`src/rtl/mod12289_s.sv`:
```
// Three-stage pipelined signed reducer modulo q = 12289 (27-bit signed in, 14-bit signed residue out).
// Define MOD12289S_CENTERED_EN to force the centered residue -6144..6144; otherwise any congruent 14-bit value.
module mod12289_s (
    input  logic               clk,
    input  logic               rst,
    input  logic signed [26:0] inZ,
    output logic signed [13:0] outZ
);

    localparam logic signed [15:0] Q = 16'sd12289;
`ifdef MOD12289S_CENTERED_EN
    localparam logic signed [15:0] HI_B = 16'sd6144;
    localparam logic signed [15:0] LO_B = -16'sd6144;
`else
    localparam logic signed [15:0] HI_B = 16'sd8191;
    localparam logic signed [15:0] LO_B = -16'sd8192;
`endif

    // Stage 1: c1 ~ floor(inZ / 12288) as (inZ>>>12)*5461>>>14; subtract c1*q.
    logic signed [14:0] a1;
    logic signed [28:0] a1_x;
    logic signed [28:0] p1;
    logic signed [14:0] c1;
    logic signed [27:0] c1_x;
    logic signed [27:0] cq1;
    logic signed [27:0] r1_full;
    logic signed [15:0] r1_d, r1_q;

    always_comb begin
        a1      = 15'(inZ >>> 12);
        a1_x    = {{14{a1[14]}}, a1};
        p1      = (a1_x <<< 12) + (a1_x <<< 10) + (a1_x <<< 8) + (a1_x <<< 6)
                + (a1_x <<< 4) + (a1_x <<< 2) + a1_x;
        c1      = 15'(p1 >>> 14);
        c1_x    = {{13{c1[14]}}, c1};
        cq1     = (c1_x <<< 13) + (c1_x <<< 12) + c1_x;
        r1_full = {inZ[26], inZ} - cq1;
        r1_d    = 16'(r1_full);
    end

    // Stage 2: r1 lies in -5460..20479; a rounded quotient brings it to -4098..8192.
    logic signed [3:0]  a2;
    logic signed [17:0] a2_x;
    logic signed [17:0] t2;
    logic signed [3:0]  c2;
    logic signed [15:0] c2_x;
    logic signed [15:0] cq2;
    logic signed [15:0] r2_d, r2_q;

    always_comb begin
        a2   = 4'(r1_q >>> 12);
        a2_x = {{14{a2[3]}}, a2};
        t2   = (a2_x <<< 12) + (a2_x <<< 10) + (a2_x <<< 8) + (a2_x <<< 6)
             + (a2_x <<< 4) + (a2_x <<< 2) + a2_x + 18'sd8192;
        c2   = 4'(t2 >>> 14);
        c2_x = {{12{c2[3]}}, c2};
        cq2  = (c2_x <<< 13) + (c2_x <<< 12) + c2_x;
        r2_d = r1_q - cq2;
    end

    // Stage 3: single +-q correction into the output window.
    logic signed [15:0] r3;
    logic signed [13:0] out_d, out_q;

    always_comb begin
        r3 = r2_q;
        if (r2_q > HI_B) begin
            r3 = r2_q - Q;
        end else if (r2_q < LO_B) begin
            r3 = r2_q + Q;
        end
        out_d = 14'(r3);
    end

    always_ff @(posedge clk) begin
        if (rst) begin
            r1_q  <= '0;
            r2_q  <= '0;
            out_q <= '0;
        end else begin
            r1_q  <= r1_d;
            r2_q  <= r2_d;
            out_q <= out_d;
        end
    end

    assign outZ = out_q;

endmodule

```
`config.mk`:
```
export PLATFORM = sky130hd
export DESIGN_NAME = mod12289_s
export DESIGN_NICKNAME = d
export VERILOG_FILES = /design/src/rtl/mod12289_s.sv
export SDC_FILE = /design/constraint.sdc
export NUM_CORES = 1
export LEC_CHECK = 0
export BUFFER_PORTS_ARGS = -buffer_cell sky130_fd_sc_hd__buf_2
export CAP_MARGIN = 20
export CORE_AREA = 2 2 113 115
export CTS_BUF_LIST = sky130_fd_sc_hd__clkbuf_4
export CTS_CLUSTER_SIZE = 8
export DETAILED_ROUTE_END_ITERATION = 10
export DIE_AREA = 0 0 115 117
export PLACE_DENSITY = 0.68
export SETUP_SLACK_MARGIN = 0.2
export SLEW_MARGIN = 20
export SYNTH_ARGS = -nofsm -noshare
export SYNTH_HDL_FRONTEND = slang
export SYNTH_SLANG_ARGS = --single-unit
```
`constraint.sdc`:
```
create_clock -name clk -period 11.8 [get_ports clk]
set_input_delay 0.59 -clock clk [delete_from_list [all_inputs] [get_ports clk]]
set_output_delay 0.59 -clock clk [all_outputs]
set_load 0.01 [all_outputs]
```
=== After elaboration in Yosys (flattened, before gate mapping) ===
Index checks and enable logic that the tools add are counted.

* Register bits after elaboration: 46
* Input bits: 29
* Output and inout port bits: 14
* Word-level logic and storage cells: 28

* Add/sub/neg operators: 21
* $lt $le $gt $ge: 2
* Muxes and demuxes: 2

{| class="wikitable"
|+ Operator list
! cell !! number
|-
| 16-bit adder || 2
|-
| 16-bit subtractor || 2
|-
| 28-bit by 23-bit adder with 29-bit output || 1
|-
| 29-bit by 15-bit adder with 29-bit output || 1
|-
| 29-bit by 17-bit adder with 29-bit output || 1
|-
| 29-bit by 19-bit adder with 29-bit output || 1
|-
| 29-bit by 21-bit adder with 29-bit output || 1
|-
| 27-bit by 25-bit adder with 28-bit output || 1
|-
| 14-bit 2-to-1 mux || 2
|-
| 17-bit by 12-bit adder with 18-bit output || 1
|-
| 18-bit by 10-bit adder with 18-bit output || 1
|-
| 18-bit by 15-bit adder with 18-bit output, second input constant || 1
|-
| 18-bit by 4-bit adder with 18-bit output || 1
|-
| 18-bit by 6-bit adder with 18-bit output || 1
|-
| 18-bit by 8-bit adder with 18-bit output || 1
|-
| 16-bit by 14-bit adder with 17-bit output || 1
|-
| 16-bit by 15-bit adder with 16-bit output || 1
|-
| 16-bit by 4-bit adder with 16-bit output || 1
|-
| 16-bit by 14-bit > comparator with 1-bit output, second input constant || 1
|-
| 16-bit by 14-bit < comparator with 1-bit output, second input constant || 1
|-
| 14-bit by 13-bit adder with 14-bit output, second input constant || 1
|-
| 14-bit by 13-bit subtractor with 14-bit output, second input constant || 1
|}

=== Longest topological paths before layout ===
* Depth after elaboration: 10
* Depth in mapped cells: 31
* Mapped depth without buffers: 31

=== Worst setup path after synthesis ===
OpenSTA, ideal clock, no wires.

* Path type: input port to flip-flop
* Start point: input inZ[13]
* End point: register r1_q[15]
* Setup time: 127 ps
* Data arrival time: 6938 ps
* Required time: 11673 ps
* Setup slack: 4735 ps
* Cell stages on the path: 26
* Path buffers: 0
* Cell sequence: fa_1 inv_1 fa_1 fa_1 inv_1 fa_1 ha_1 o21a_1 a21oi_1 a211oi_2 o31a_1 a22o_1 a41oi_1 nand2b_1 a21oi_1 xor2_1 fa_1 inv_1 fa_1 inv_1 ha_1 nor3_1 nor2_1 o41ai_4 xnor3_1 nor2b_1

* Longest elaborated chain between the ends: 9

{| class="wikitable"
|+ Ends and longest elaborated chain
! item !! RTL line !! RTL
|-
| start, declared || 6 || <nowiki>input logic signed [26:0] inZ,</nowiki>
|-
| 27-bit by 25-bit adder with 28-bit output || 32 || <nowiki>p1 = (a1_x <<< 12) + (a1_x <<< 10) + (a1_x <<< 8) + (a1_x <<< 6)</nowiki>
|-
| 28-bit by 23-bit adder with 29-bit output || 32 ||
|-
| 29-bit by 21-bit adder with 29-bit output || 32 ||
|-
| 29-bit by 19-bit adder with 29-bit output || 33 || <nowiki>+ (a1_x <<< 4) + (a1_x <<< 2) + a1_x;</nowiki>
|-
| 29-bit by 17-bit adder with 29-bit output || 33 ||
|-
| 29-bit by 15-bit adder with 29-bit output || 33 ||
|-
| 16-bit adder || 36 || <nowiki>cq1 = (c1_x <<< 13) + (c1_x <<< 12) + c1_x;</nowiki>
|-
| 16-bit by 15-bit adder with 16-bit output || 36 ||
|-
| 16-bit subtractor (*) || 37 || <nowiki>r1_full = {inZ[26], inZ} - cq1;</nowiki>
|-
| end signal, assigned || 81 || <nowiki>r1_q <= r1_d;</nowiki>
|-
| end, declared || 27 || <nowiki>logic signed [15:0] r1_d, r1_q;</nowiki>
|}

Mark *: on every way between the ends. The rest lies on a longest branch, timed or not.
A chain may end at the register's enable or synchronous reset.

=== Worst setup path in the final report ===
Ends and elaborated chain as after synthesis.

==> flow_summary.json <==
{
  "status": "completed",
  "gr-usage-all-layers": 0.180,
  "coreArea_um2": 12300,
  "via_per_inst": 5.17,
  "fin_nets": 942,
  "vias": 4628,
  "synthTopCellsByArea": "ha_1 (26%), dfxtp_1 (15%), fa_1 (14%)",
  "die_x_um": 115,
  "tns_ps": 0,
  "grt_pass1_wl_um": 19800,
  "synthFlopType": "dfxtp_1",
  "async_flop_share": 0,
  "post-dp-hpwl_um": 10200,
  "tightest_slew_ps": 844,
  "fin_crit_ps": 7230,
  "clk-insertion-delay-late_ps": 350,
  "ys_seq_area_frac": 0.152,
  "fin_ws_ps": 4570,
  "clk_path_buf_depth": 2,
  "arrival_ps": 7460,
  "clk_pin_slew_ps": 130,
  "grt_pass1_vias": 4646,
  "maxSlewHeadroom": 0.437,
  "n_antenna_cell": 0,
  "synth_compound_area_frac": 0.133,
  "nFillCells": 1153,
  "finalHoldViolations": 0,
  "drc_errors": 0,
  "whs_ps": 537,
  "ys_warn_count": 0,
  "die_h_um": 117,
  "cts_tree": "done",
  "hp-class": "flip-flop to flip-flop",
  "placed_area_um2": 6410,
  "cp_max_fo": 6,
  "die-area_um2": 13500,
  "holdPathStages": 2,
  "worstSetupPathType": "input port to flip-flop",
  "synth_fa_ha_area_frac": 0.402,
  "post_cts_resized": 0,
  "yosys.area_share.simple": 0.120,
  "io_buffers": 42,
  "synth.avg_cell_area_um2": 8.61,
  "grt_max_degree": 50,
  "synth-edff-count": 0,
  "synth.top_cell.area_share": 0.263,
  "gr-total-overflow": 0,
  "gp_congestion": 0.901,
  "num_rows": 41,
  "synth_cell_types": 62,
  "syn_nets": 900,
  "fmax_ghz": 0.138,
  "drv_slew": 0,
  "synth-xor-area-share": 0.0950,
  "ys_ff_latch": 46,
  "finalWirelength_um": 11600,
  "yosys.area.top_type": "ha_1",
  "rsz0062_at_grt": "false",
  "io_pins": 43,
  "h-tree-depth": 2,
  "end_kind": "flip-flop",
  "worstSetupStartpointType": "input port",
  "drt_first_iter_violations": 128,
  "setup_viol": 0,
  "syn_inst": 702,
  "stdcell_area_um2": 6500,
  "place_ws_ps": 4170,
  "cts_setup_buffers": 0,
  "syn2layout_area_growth_pct": 7.49,
  "synth_top_family_by_area": "adder cells",
  "cts-hold-fix-buffers": 0,
  "antenna_found_initial": 0,
  "drive_gt1_frac": 0.0846,
  "cts_root_buf": "clkbuf_4",
  "rr_worst_depth": 17,
  "maxCapViolCount": 0,
  "firstDrtPassIters": 4,
  "finalCritPeriodShare": 0.613,
  "cts-buffers-inserted": 5,
  "post_drt_wl_per_cell_um": 13.0,
  "cp.required_ps": 12030,
  "synth_area_um2": 6050,
  "cts.sinks": 46,
  "final_common_cell": "inv_1",
  "synth.area.mux_share": 0.00166,
  "initial_utilization": 0.491,
  "finalClockSkew_ps": 5.40,
  "mostFrequentLayoutCells": "inv_1 (147), ha_1 (127), nor2_1 (65), dfxtp_1 (46), xnor2_1 (43)",
  "ant_nets": 0
}
[sequential cells by signal, summed over array words and instances, names as in the netlist]
register  count
r1_q         16
outZ         14
r2_q         16
[kinds of logic (layout without fill, tap and decap cells)]
family,count (synthesis),after routing
muxes,1,1
xor gates and xnor gates,64,64
adders and majority gates,169,169
AOI/OAI and AO/OA,117,117
DFF,46,46
buffers and inverters,155,198
and+or+nand+nor,150,150
[final cells by class]
type	instances	area, µm²	share of cell area
clock inverters	3	40.0	0.00616
repair buffers	43	218	0.0335
well taps	150	188	0.0289
multi-input cells	501	4540	0.699
inverters	147	552	0.0849
clock buffers	5	37.5	0.00577
flip-flops and latches	46	921	0.142
[cells in the mapped netlist (all sizes together), types with 3 or more instances]
library cell and count:
inv 147, ha 127, nor2 65, dfxtp 46, xnor2 43, fa 42, a21oi 37, o21ai 23
nand2 21, xor2 20, a21o 14, nor3 11, and3 8, nand2b 8, nand3 5, nor2b 5
o21a 5, a31oi 4, a41oi 4, buf 4, clkbuf 4, nand4 4, o21bai 4, or2 4
or3 4, a211oi 3, and4 3
[per-layer routing]
layer	up-vias	part of all wire	GRT usage
met4	0	0.029	0.0610
li1	2398	-	-
met2	82	0.50	0.334
met3	25	0.025	0.0227
met1	2123	0.44	0.216
met5	-	0	0
[final timing paths]
check | slack [ps] | startpoint | endpoint
worst min register to register | 540 | r1_q[0] | r2_q[0]
worst max-delay path | 4570 | inZ[13] | r1_q[15]
worst min-delay path | 540 | r1_q[0] | r2_q[0]
worst max register to register | 6920 | r1_q[14] | r2_q[15]
[metrics by stage]
step,utilization,cells
after global routing,0.528,895
after detailed placement,0.521,886
after CTS,0.527,894
final,0.528,895
after global placement,0.521,886
after floorplan,-,702
[critical path: stages]
cell and delay (ps):
buf_2 130, fa_1 670, inv_1 100, fa_1 510
fa_1 540, inv_1 70, fa_1 450, ha_1 340
o21a_1 130, a21oi_1 210, a211oi_2 150, o31a_1 300
a22o_1 270, a41oi_1 280, nand2b_1 120, a21oi_1 190
xor2_1 110, fa_1 510, inv_1 50, fa_1 500
inv_1 40, ha_1 340, nor3_1 200, nor2_1 100
o41ai_4 60, xnor3_1 350, nor2b_1 130
Power is left out: the tool's default activity adds up to more than one toggle a clock period on the data nets, which glitch-free logic cannot reach.
